## config.mk

```make
export PLATFORM = sky130hd
export DESIGN_NAME = vga_scanout
export DESIGN_NICKNAME = d
export VERILOG_FILES = /design/src/rtl/vga_pkg.sv /design/src/rtl/vga_timing_counter.sv /design/src/rtl/vga_scanout.sv
export SDC_FILE = /design/constraint.sdc
export NUM_CORES = 1
export LEC_CHECK = 0
export CAP_MARGIN = 20
export CORE_MARGIN = 2
export CORE_UTILIZATION = 50
export DETAILED_ROUTE_END_ITERATION = 8
export HOLD_SLACK_MARGIN = 0.05
export PLACE_DENSITY = 0.74
export SYNTH_ARGS = -nofsm -noshare
export SYNTH_HDL_FRONTEND = slang
export SYNTH_SLANG_ARGS = --single-unit
```

## constraint.sdc

```tcl
create_clock -name clk -period 2.1 [get_ports clk]
set_input_delay 0.21 -clock clk [delete_from_list [all_inputs] [get_ports clk]]
set_output_delay 0.21 -clock clk [all_outputs]
set_load 0.005 [all_outputs]
```

## src/rtl/vga_pkg.sv

```systemverilog
// rtl/vga_pkg.sv - shared VGA timing defaults and framebuffer geometry
package vga_pkg;

  localparam int DEF_H_ACTIVE = 640;
  localparam int DEF_H_FP     = 16;
  localparam int DEF_H_SYNC   = 96;
  localparam int DEF_H_BP     = 48;
  localparam int DEF_V_ACTIVE = 480;
  localparam int DEF_V_FP     = 10;
  localparam int DEF_V_SYNC   = 2;
  localparam int DEF_V_BP     = 33;

  localparam int DEF_H_TOTAL = DEF_H_ACTIVE + DEF_H_FP + DEF_H_SYNC + DEF_H_BP;
  localparam int DEF_V_TOTAL = DEF_V_ACTIVE + DEF_V_FP + DEF_V_SYNC + DEF_V_BP;

  localparam int DEF_SCALE     = 4;
  localparam int DEF_PIX_WIDTH = 8;

  // Geometry the framebuffer memory instance must agree with.
  localparam int DEF_FB_W    = DEF_H_ACTIVE / DEF_SCALE;
  localparam int DEF_FB_H    = DEF_V_ACTIVE / DEF_SCALE;
  localparam int DEF_FB_SIZE = DEF_FB_W * DEF_FB_H;
  localparam int DEF_FB_AW   = $clog2(DEF_FB_SIZE);

  function automatic bit scale_ok(int scale, int h_active, int v_active);
    return (scale > 0) && ((scale & (scale - 1)) == 0) &&
           (h_active % scale == 0) && (v_active % scale == 0);
  endfunction

endpackage

```

## src/rtl/vga_timing_counter.sv

```systemverilog
// rtl/vga_timing_counter.sv - one raster axis: wrapping counter with active and sync flags
module vga_timing_counter
  import vga_pkg::*;
#(
  parameter int ACTIVE = DEF_H_ACTIVE,
  parameter int FP     = DEF_H_FP,
  parameter int SYNC   = DEF_H_SYNC,
  parameter int BP     = DEF_H_BP,
  localparam int TOTAL = ACTIVE + FP + SYNC + BP,
  localparam int W     = $clog2(TOTAL)
) (
  input  logic         clk,
  input  logic         rst_n,
  input  logic         ce,
  output logic [W-1:0] cnt,
  output logic         active,
  output logic         sync,
  output logic         last
);

  localparam logic [W-1:0] C_ACT  = W'(ACTIVE);
  localparam logic [W-1:0] C_SS   = W'(ACTIVE + FP);
  localparam logic [W-1:0] C_SE   = W'(ACTIVE + FP + SYNC);
  localparam logic [W-1:0] C_LAST = W'(TOTAL - 1);

  always_ff @(posedge clk or negedge rst_n) begin
    if (!rst_n) begin
      cnt <= '0;
    end else if (ce) begin
      cnt <= last ? '0 : cnt + 1'b1;
    end
  end

  assign last   = (cnt == C_LAST);
  assign active = (cnt < C_ACT);
  assign sync   = (cnt >= C_SS) && (cnt < C_SE);

endmodule

```

## src/rtl/vga_scanout.sv

```systemverilog
// rtl/vga_scanout.sv - VGA raster scan-out with SCALExSCALE pixel replication from a framebuffer
module vga_scanout
  import vga_pkg::*;
#(
  parameter int   H_ACTIVE  = DEF_H_ACTIVE,
  parameter int   H_FP      = DEF_H_FP,
  parameter int   H_SYNC    = DEF_H_SYNC,
  parameter int   H_BP      = DEF_H_BP,
  parameter int   V_ACTIVE  = DEF_V_ACTIVE,
  parameter int   V_FP      = DEF_V_FP,
  parameter int   V_SYNC    = DEF_V_SYNC,
  parameter int   V_BP      = DEF_V_BP,
  parameter logic SYNC_POL  = 1'b0,
  parameter int   SCALE     = DEF_SCALE,
  parameter int   PIX_WIDTH = DEF_PIX_WIDTH,
  parameter int   FB_SIZE   = (H_ACTIVE / SCALE) * (V_ACTIVE / SCALE),
  localparam int  AW        = $clog2(FB_SIZE)
) (
  input  logic                 clk,
  input  logic                 rst_n,
  input  logic                 pix_ce,
  output logic [AW-1:0]        fb_addr,
  input  logic [PIX_WIDTH-1:0] fb_data,
  output logic [PIX_WIDTH-1:0] rgb,
  output logic                 hsync,
  output logic                 vsync,
  output logic                 de,
  output logic                 frame_start
);

  localparam int H_TOTAL = H_ACTIVE + H_FP + H_SYNC + H_BP;
  localparam int V_TOTAL = V_ACTIVE + V_FP + V_SYNC + V_BP;
  localparam int HW      = $clog2(H_TOTAL);
  localparam int VW      = $clog2(V_TOTAL);
  localparam int SHIFT   = $clog2(SCALE);

  localparam logic [VW-1:0] V_MASK     = VW'(SCALE - 1);
  localparam logic [VW-1:0] V_LAST_ROW = VW'(V_ACTIVE - 1);
  localparam logic [AW-1:0] ROW_STEP   = AW'(H_ACTIVE / SCALE);

  if (!scale_ok(SCALE, H_ACTIVE, V_ACTIVE)) begin : g_bad_scale
    $error("vga_scanout: SCALE must be a power of two dividing H_ACTIVE and V_ACTIVE");
  end

  logic [HW-1:0] h_cnt, h_shift;
  logic [VW-1:0] v_cnt;
  logic          h_act, h_sync, h_last;
  logic          v_act, v_sync, v_last;
  logic          v_ce;
  logic [AW-1:0] row_base;
  logic          de_s1, hs_s1, vs_s1, fs_s1;

  assign v_ce    = pix_ce & h_last;
  assign h_shift = h_cnt >> SHIFT;

  vga_timing_counter #(
    .ACTIVE(H_ACTIVE), .FP(H_FP), .SYNC(H_SYNC), .BP(H_BP)
  ) u_h_axis (
    .clk(clk), .rst_n(rst_n), .ce(pix_ce),
    .cnt(h_cnt), .active(h_act), .sync(h_sync), .last(h_last)
  );

  vga_timing_counter #(
    .ACTIVE(V_ACTIVE), .FP(V_FP), .SYNC(V_SYNC), .BP(V_BP)
  ) u_v_axis (
    .clk(clk), .rst_n(rst_n), .ce(v_ce),
    .cnt(v_cnt), .active(v_act), .sync(v_sync), .last(v_last)
  );

  // Row base tracks fb_y*(H_ACTIVE/SCALE); it stops at the last visible row.
  always_ff @(posedge clk or negedge rst_n) begin
    if (!rst_n) begin
      row_base <= '0;
    end else if (v_ce) begin
      if (v_last) begin
        row_base <= '0;
      end else if (((v_cnt & V_MASK) == V_MASK) && (v_cnt < V_LAST_ROW)) begin
        row_base <= row_base + ROW_STEP;
      end
    end
  end

  // Stage 1 drives the memory address; stage 2 captures the returned word.
  always_ff @(posedge clk or negedge rst_n) begin
    if (!rst_n) begin
      fb_addr     <= '0;
      de_s1       <= 1'b0;
      hs_s1       <= 1'b0;
      vs_s1       <= 1'b0;
      fs_s1       <= 1'b0;
      rgb         <= '0;
      de          <= 1'b0;
      hsync       <= ~SYNC_POL;
      vsync       <= ~SYNC_POL;
      frame_start <= 1'b0;
    end else if (pix_ce) begin
      fb_addr     <= (h_act && v_act) ? row_base + AW'(h_shift) : '0;
      de_s1       <= h_act && v_act;
      hs_s1       <= h_sync;
      vs_s1       <= v_sync;
      fs_s1       <= (h_cnt == '0) && (v_cnt == '0);
      rgb         <= de_s1 ? fb_data : '0;
      de          <= de_s1;
      hsync       <= hs_s1 ? SYNC_POL : ~SYNC_POL;
      vsync       <= vs_s1 ? SYNC_POL : ~SYNC_POL;
      frame_start <= fs_s1;
    end
  end

endmodule

```

==> results by group, run 1 <==
Worst setup path
  – Critical path launch point: u_h_axis.cnt[1]
  – Highest-delay cell along the critical path: or4_4
  – Critical Path End Type: flop
  – Critical path arrival: 2.31 ns
  – Critical path's top delay family: simple AND/OR/NAND/NOR gates
  – CP required: 2.32 ns
  – Critical path buffers and inverters: 1
  – CP max FO: 5
  – Startpoint Class: flop
  – RR Startpoint: u_h_axis.cnt[1]
  – Largest stage delay on the critical path: 0.54 ns
  – Flop2flop setup slack: 0.01 ns
  – CP Cell Sequence: ha_4 > nand4_4 > or4_4 > nor3b_4 > buf_4 > a41o_1 > a31oi_1
  – CP Class: flop to flop

Timing
  – Tcrit/Tclk final: 99.5%
  – Setup ws final: 0.0100 ns
  – Max frequency: 478 MHz
  – Tmin final: 2.09 ns
  – Hold Slack: 0.350 ns
  – Fin. Hold Viols: 0
  – RSZ-0062 raised after global routing: yes
  – Final setup vio count: 0
  – Max-slew violation count: 0
  – Clk_skew: 0.00803 ns

Synthesis
  – Yosys warns: 0
  – Most common flop cell mapped by yosys: dfrtp_1
  – Net Count, Synth: 347
  – Mapped cell area: 3160 um2
  – Cells after Synth: 327
  – Number of register bits inferred by synthesis: 61
  – Number of synthesized flops with an enable pin: 0
  – Asr flop ratio synth: 100%
  – Unique masters post-synth: 49
  – Register area share after synthesis: 48.4%
  – Syn avg cell area: 9.65 um2

Place
  – Placer congestion estimate: 0.842
  – I/O Buffers: 37
  – Detailed placement HPWL: 5000 um
  – Place WS: -0.125 ns

Job
  – Max_cap viols: 0

Detailed routing
  – Top sig layer: met4
  – Average wire per standard cell: 15.7 um
  – Post-route DRC: 0
  – Post-route ant nets: 0
  – Pre-Repair DR Iteration Count: 4
  – DRT iter0 DRCs: 223
  – Routed wl met3: 361 um
  – Met2 wire len: 3580 um
  – Post-DR vias/cell: 5.56
  – Via Count: 2591
  – Post-Route WL: 7330 um
  – M1 WL: 3280 um

Cells and area
  – Register area: 1530 um2
  – Utilization after layout: 67.4%
  – Multi-input logic area: 1430 um2
  – Most common cell after layout, fill and taps aside: dfrtp_1
  – Layout area overhead: 28.7%
  – Most frequent cells in the layout: dfrtp_1 (59), clkdlybuf4s50_1 (36), inv_1 (35)
  – Fin nets: 406
  – Ant. Diodes: 0
  – Fillers: 463
  – Layout cells sized above 1: 17.4%

Floorplan
  – IO Count: 38
  – Die Wd: 83.5 um
  – Die area: 6960 um2
  – # rows: 28
  – Initial Util: 52.4%
  – Core Box Area: 6030 um2
  – Die Y: 83.5 um

Power and ir drop
  – Power per cell area: 808 nW/um2
  – Maximum VDD drop: 0.592 mV
  – P_leak: 1.81 nW

Clock network
  – CTS Sinks: 61
  – Clk root buf: clkbuf_8
  – Number of CTS-inserted buffers: 9
  – Clock buffer depth: 2
  – TritonCTS clock tree: done
  – H-tree Lvls: 3
  – Clk_lat worst skew: 0.35 ns
  – Reg clk slew, reported paths: 0.07 ns

GRT
  – Largest net degree at the start of global routing: 49
  – Vias in the first global route: 2562
  – First-pass GRT wire length: 12400 um
  – Gr ovfl total: 0
  – GRT Overall Usage: 22.1%
  – Initial antenna violation count: 0

Hold path
  – Hold Path Class: input pin to asynchronous set/reset pin

Status
  – Status: completed
stage by stage:
step	total power [mW]	std cells	instance area (um2)	TNS, ns
global route	3.44	466	4060	-0.212
global placement	1.95	443	3730	-0.218
detailed placement	1.97	443	3730	-0.346
floorplan	1.68	327	3160	0
CTS	3.28	460	3990	0
finish	3.28	466	4060	0
power by group:
| part | leakage (nW) | switching (mW) | total [mW] | internal (mW) |
|---|---|---|---|---|
| Sequential | 0.800 | 0.0836 | 1.37 | 1.28 |
| Combinational | 0.894 | 0.301 | 0.615 | 0.314 |
| Clock | 0.119 | 0.481 | 1.30 | 0.818 |
| Total | 1.81 | 0.866 | 3.28 | 2.42 |
registers in the layout (all words and copies together) (netlist names):
register,count
rgb,8
fb_addr,15
u_v_axis.cnt,10
hs_s1,1
row_base,10
frame_start,1
hsync,1
u_h_axis.cnt,10
vs_s1,1
fs_s1,1
de,1
vsync,1
de_s1,1
what timing repair did:
item | CTS | global route
endpoints found under the setup margin | 0 | 4
resized for setup | 0 | 4
setup buffers | 0 | 6
hold buffers | 1 | 0
hold endpoints to repair | 19 | 0
cell usage after synthesis (2+ instances only):
cell type   n  area share, %
dfrtp_1    59             47
inv_1      35            4.2
o21ai_0    23            3.6
nand2_1    21            2.5
nand3_1    19            3.0
o22ai_1    16            3.2
clkbuf_1   13            1.5
a21oi_1    12            1.9
nand4_1    12            2.4
nor2_1     12            1.4
xor2_1     11            3.1
xnor2_1    10            2.8
ha_1        9            3.6
and3_1      6            1.2
a31oi_1     5           0.99
buf_2       5           0.79
nor4_1      5           0.99
a21o_1      4           0.95
mux2_2      4            1.4
mux2i_1     4            1.3
nor3_1      4           0.63
buf_1       3           0.36
a41o_1      2           0.63
a41oi_1     2           0.55
and4_1      2           0.55
dfstp_2     2            1.7
nand3b_1    2           0.48
nand4b_1    2           0.55
nor2b_1     2           0.40
o31ai_1     2           0.48
kinds of logic (layout without fill, tap and decap cells):
logic type / after synthesis / count (layout) / synth area share [%]
simple gates: 99 / 99 / 18.3
fa+ha+maj: 9 / 9 / 3.57
compound gates: 70 / 70 / 13.4
xor+xnor: 21 / 21 / 5.83
flops: 61 / 61 / 48.4
mux: 9 / 9 / 3.17
other cells: 1 / 1 / 0.119
buf+inv: 57 / 121 / 7.21
cell type report:
class,count,share of cell area (%)
tap,75,2.31
multi-input combinational,209,35.3
inverter,35,3.23
sequential,61,37.6
timing repair buffer,70,15.5
clock buffer,10,3.39
clock inverter,6,2.71
layer usage:
metal	vias up	track usage [%]
met5	-	0
met4	0	8.06
met3	11	6.13
met2	57	35.6
met1	1247	28.8
li1	1276	-
path summary, 6_finish.rpt:
path / endpoint / cells after the start
setup reg to reg: row_base[13] / 7
max in group asynchronous: vsync / 3
setup / recovery: row_base[13] / 7
hold / removal: u_v_axis.cnt[7] / 2
min in group clk: hsync / 1
hold reg to reg: hsync / 1
worst register-to-register path: stages, from the launching register on:
cell and delay [ns]:
dfrtp_1 0.41, ha_4 0.18, nand4_4 0.10, or4_4 0.54, nor3b_4 0.31, buf_4 0.16
a41o_1 0.18, a31oi_1 0.09
Note: power is estimated with default switching activity, not from simulation.
==> inputs of run 2 (changes only) <==
--- a/config.mk
+++ b/config.mk
@@ -7,10 +7,11 @@
 export LEC_CHECK = 0
 export CAP_MARGIN = 20
 export CORE_MARGIN = 2
-export CORE_UTILIZATION = 50
+export CORE_UTILIZATION = 52
+export CTS_BUF_LIST = sky130_fd_sc_hd__clkbuf_4
 export DETAILED_ROUTE_END_ITERATION = 8
 export HOLD_SLACK_MARGIN = 0.05
-export PLACE_DENSITY = 0.74
+export PLACE_DENSITY = 0.76
 export SYNTH_ARGS = -nofsm -noshare
 export SYNTH_HDL_FRONTEND = slang
 export SYNTH_SLANG_ARGS = --single-unit
==> results by group, run 2 (synthesis results as in run 1) <==
Status
  – Status: completed

Power and ir drop
  – Maximum VDD drop: 0.506 mV
  – P_leak: 1.74 nW
  – Power per cell area: 706 nW/um2

Worst setup path
  – Critical Path End Type: flop
  – Flop2flop setup slack: 0.1 ns
  – CP max FO: 5
  – RR Startpoint: u_h_axis.cnt[1]
  – Worst r2r dst: row_base[11]
  – Critical path arrival: 2.30 ns
  – CP required: 2.39 ns
  – Startpoint Class: flop
  – CP Class: flop to flop
  – Reg2reg path depth: 7
  – Critical path launch point: u_h_axis.cnt[1]

Detailed routing
  – Post-DR vias/cell: 5.55
  – DRT iter0 DRCs: 201
  – Pre-Repair DR Iteration Count: 4
  – Via Count: 2552
  – Post-route DRC: 0
  – Post-route ant nets: 0
  – Average wire per standard cell: 15.0 um
  – Post-Route WL: 6880 um

GRT
  – GRT Overall Usage: 22.8%
  – Largest net degree at the start of global routing: 49
  – Gr ovfl total: 0
  – Global routing usage on met2: 37.1%
  – GR peak layer: met2
  – Vias in the first global route: 2477
  – M3 GR Usage: 4.40%
  – First-pass GRT wire length: 11500 um
  – Met1 usage: 30.3%
  – Initial antenna violation count: 0

Cells and area
  – Max reg flops: 15
  – Ant. Diodes: 0
  – Layout area overhead: 22.9%
  – Most frequent cells in the layout: dfrtp_1 (59), clkdlybuf4s50_1 (36), inv_1 (35)
  – Most common cell after layout, fill and taps aside: dfrtp_1
  – Layout cells sized above 1: 14.8%
  – Fin nets: 400
  – Fillers: 496
  – Largest register by flop count: fb_addr
  – Final instance area: 3880 um2

Timing
  – Final setup vio count: 0
  – Post-route setup TNS: 0 ns
  – Max frequency: 499 MHz
  – Clk_skew: 0.0128 ns
  – Max-slew headroom: 62.5%
  – Tmin final: 2.00 ns
  – Fin. Hold Viols: 0
  – Worst-Margin Slew: 0.563 ns
  – Tcrit/Tclk final: 95.5%
  – Max-slew violation count: 0

Floorplan
  – Initial Util: 53.6%
  – # rows: 28
  – Core Box Area: 5890 um2
  – IO Count: 38
  – Die area: 6710 um2
  – Die Wd: 81.9 um
  – Die Y: 81.9 um

Clock network
  – CTS Sinks: 61
  – Number of CTS-inserted buffers: 9
  – Clk_lat worst skew: 0.41 ns
  – Reg clk slew, reported paths: 0.10 ns
  – H-tree Lvls: 3
  – Clk root buf: clkbuf_4
  – TritonCTS clock tree: done
  – Clock buffer depth: 2

Place
  – I/O Buffers: 37
  – Detailed placement HPWL: 4920 um
  – Post-Place Cell Area: 3730 um2
  – Placer congestion estimate: 0.839

Hold path
  – Hold Path Class: input pin to asynchronous set/reset pin

Job
  – Max_cap viols: 0
==> run 2: critical path, stage by stage (launching register included) <==
cell and delay [ns]:
dfrtp_1 0.43, ha_4 0.17, nand4_4 0.09, or4_4 0.54
nor3b_4 0.24, buf_4 0.16, a41o_1 0.17, a31oi_1 0.08
==> run 2: layout make-up <==
class / instances / area, um2 / area share [%]
sequential: 61 / 1530 / 39.4
tap: 75 / 93.8 / 2.42
multi-input combinational: 209 / 1420 / 36.6
inverter: 35 / 131 / 3.39
clock buffer: 9 / 67.6 / 1.74
clock inverter: 7 / 56.3 / 1.45
timing repair buffer: 64 / 583 / 15.0
==> run 2: routing by layer <==
layer  share of wire [%]  routed length, um
met5                   0                  0
met4                 1.3                 87
met2                  48               3310
met1                  48               3280
met3                 2.9                198
==> run 2: through the flow <==
stage          util (%)  instances  worst slack, ns  power, mW  hold slack [ns]
6_report           65.9        460           0.0955       2.74            0.316
5_1_grt            65.9        460         -0.00476       2.91            0.361
4_1_cts            65.6        459           0.0681       2.74            0.331
3_5_place_dp       63.3        442          -0.0653       1.97            0.236
3_3_place_gp       63.3        442          -0.0434       1.95            0.228
2_1_floorplan         -        327         0.000469       1.68          -0.0856
==> run 2: worst max-delay path by stage <==
stage / end / slack [ns] / cells past startpoint
floorplan: row_base[8] / 0.0005 / 7
global route: row_base[11] / -0.005 / 7
global placement: row_base[13] / -0.04 / 7
CTS: row_base[11] / 0.07 / 7
finish: row_base[11] / 0.1 / 7
detailed placement: row_base[11] / -0.07 / 7
==> run 2: repair_timing <==
action                                  CTS  global route
endpoints found under the setup margin    0             5
resized for setup                         0             2
hold endpoints to repair                 22             0
setup buffers                             0             1
hold buffers                              1             0
==> run 2: where the power goes <==
| group | internal, mW | switching (mW) |
|---|---|---|
| registers | 1.28 | 0.0807 |
| clock network | 0.345 | 0.427 |
| logic | 0.307 | 0.295 |
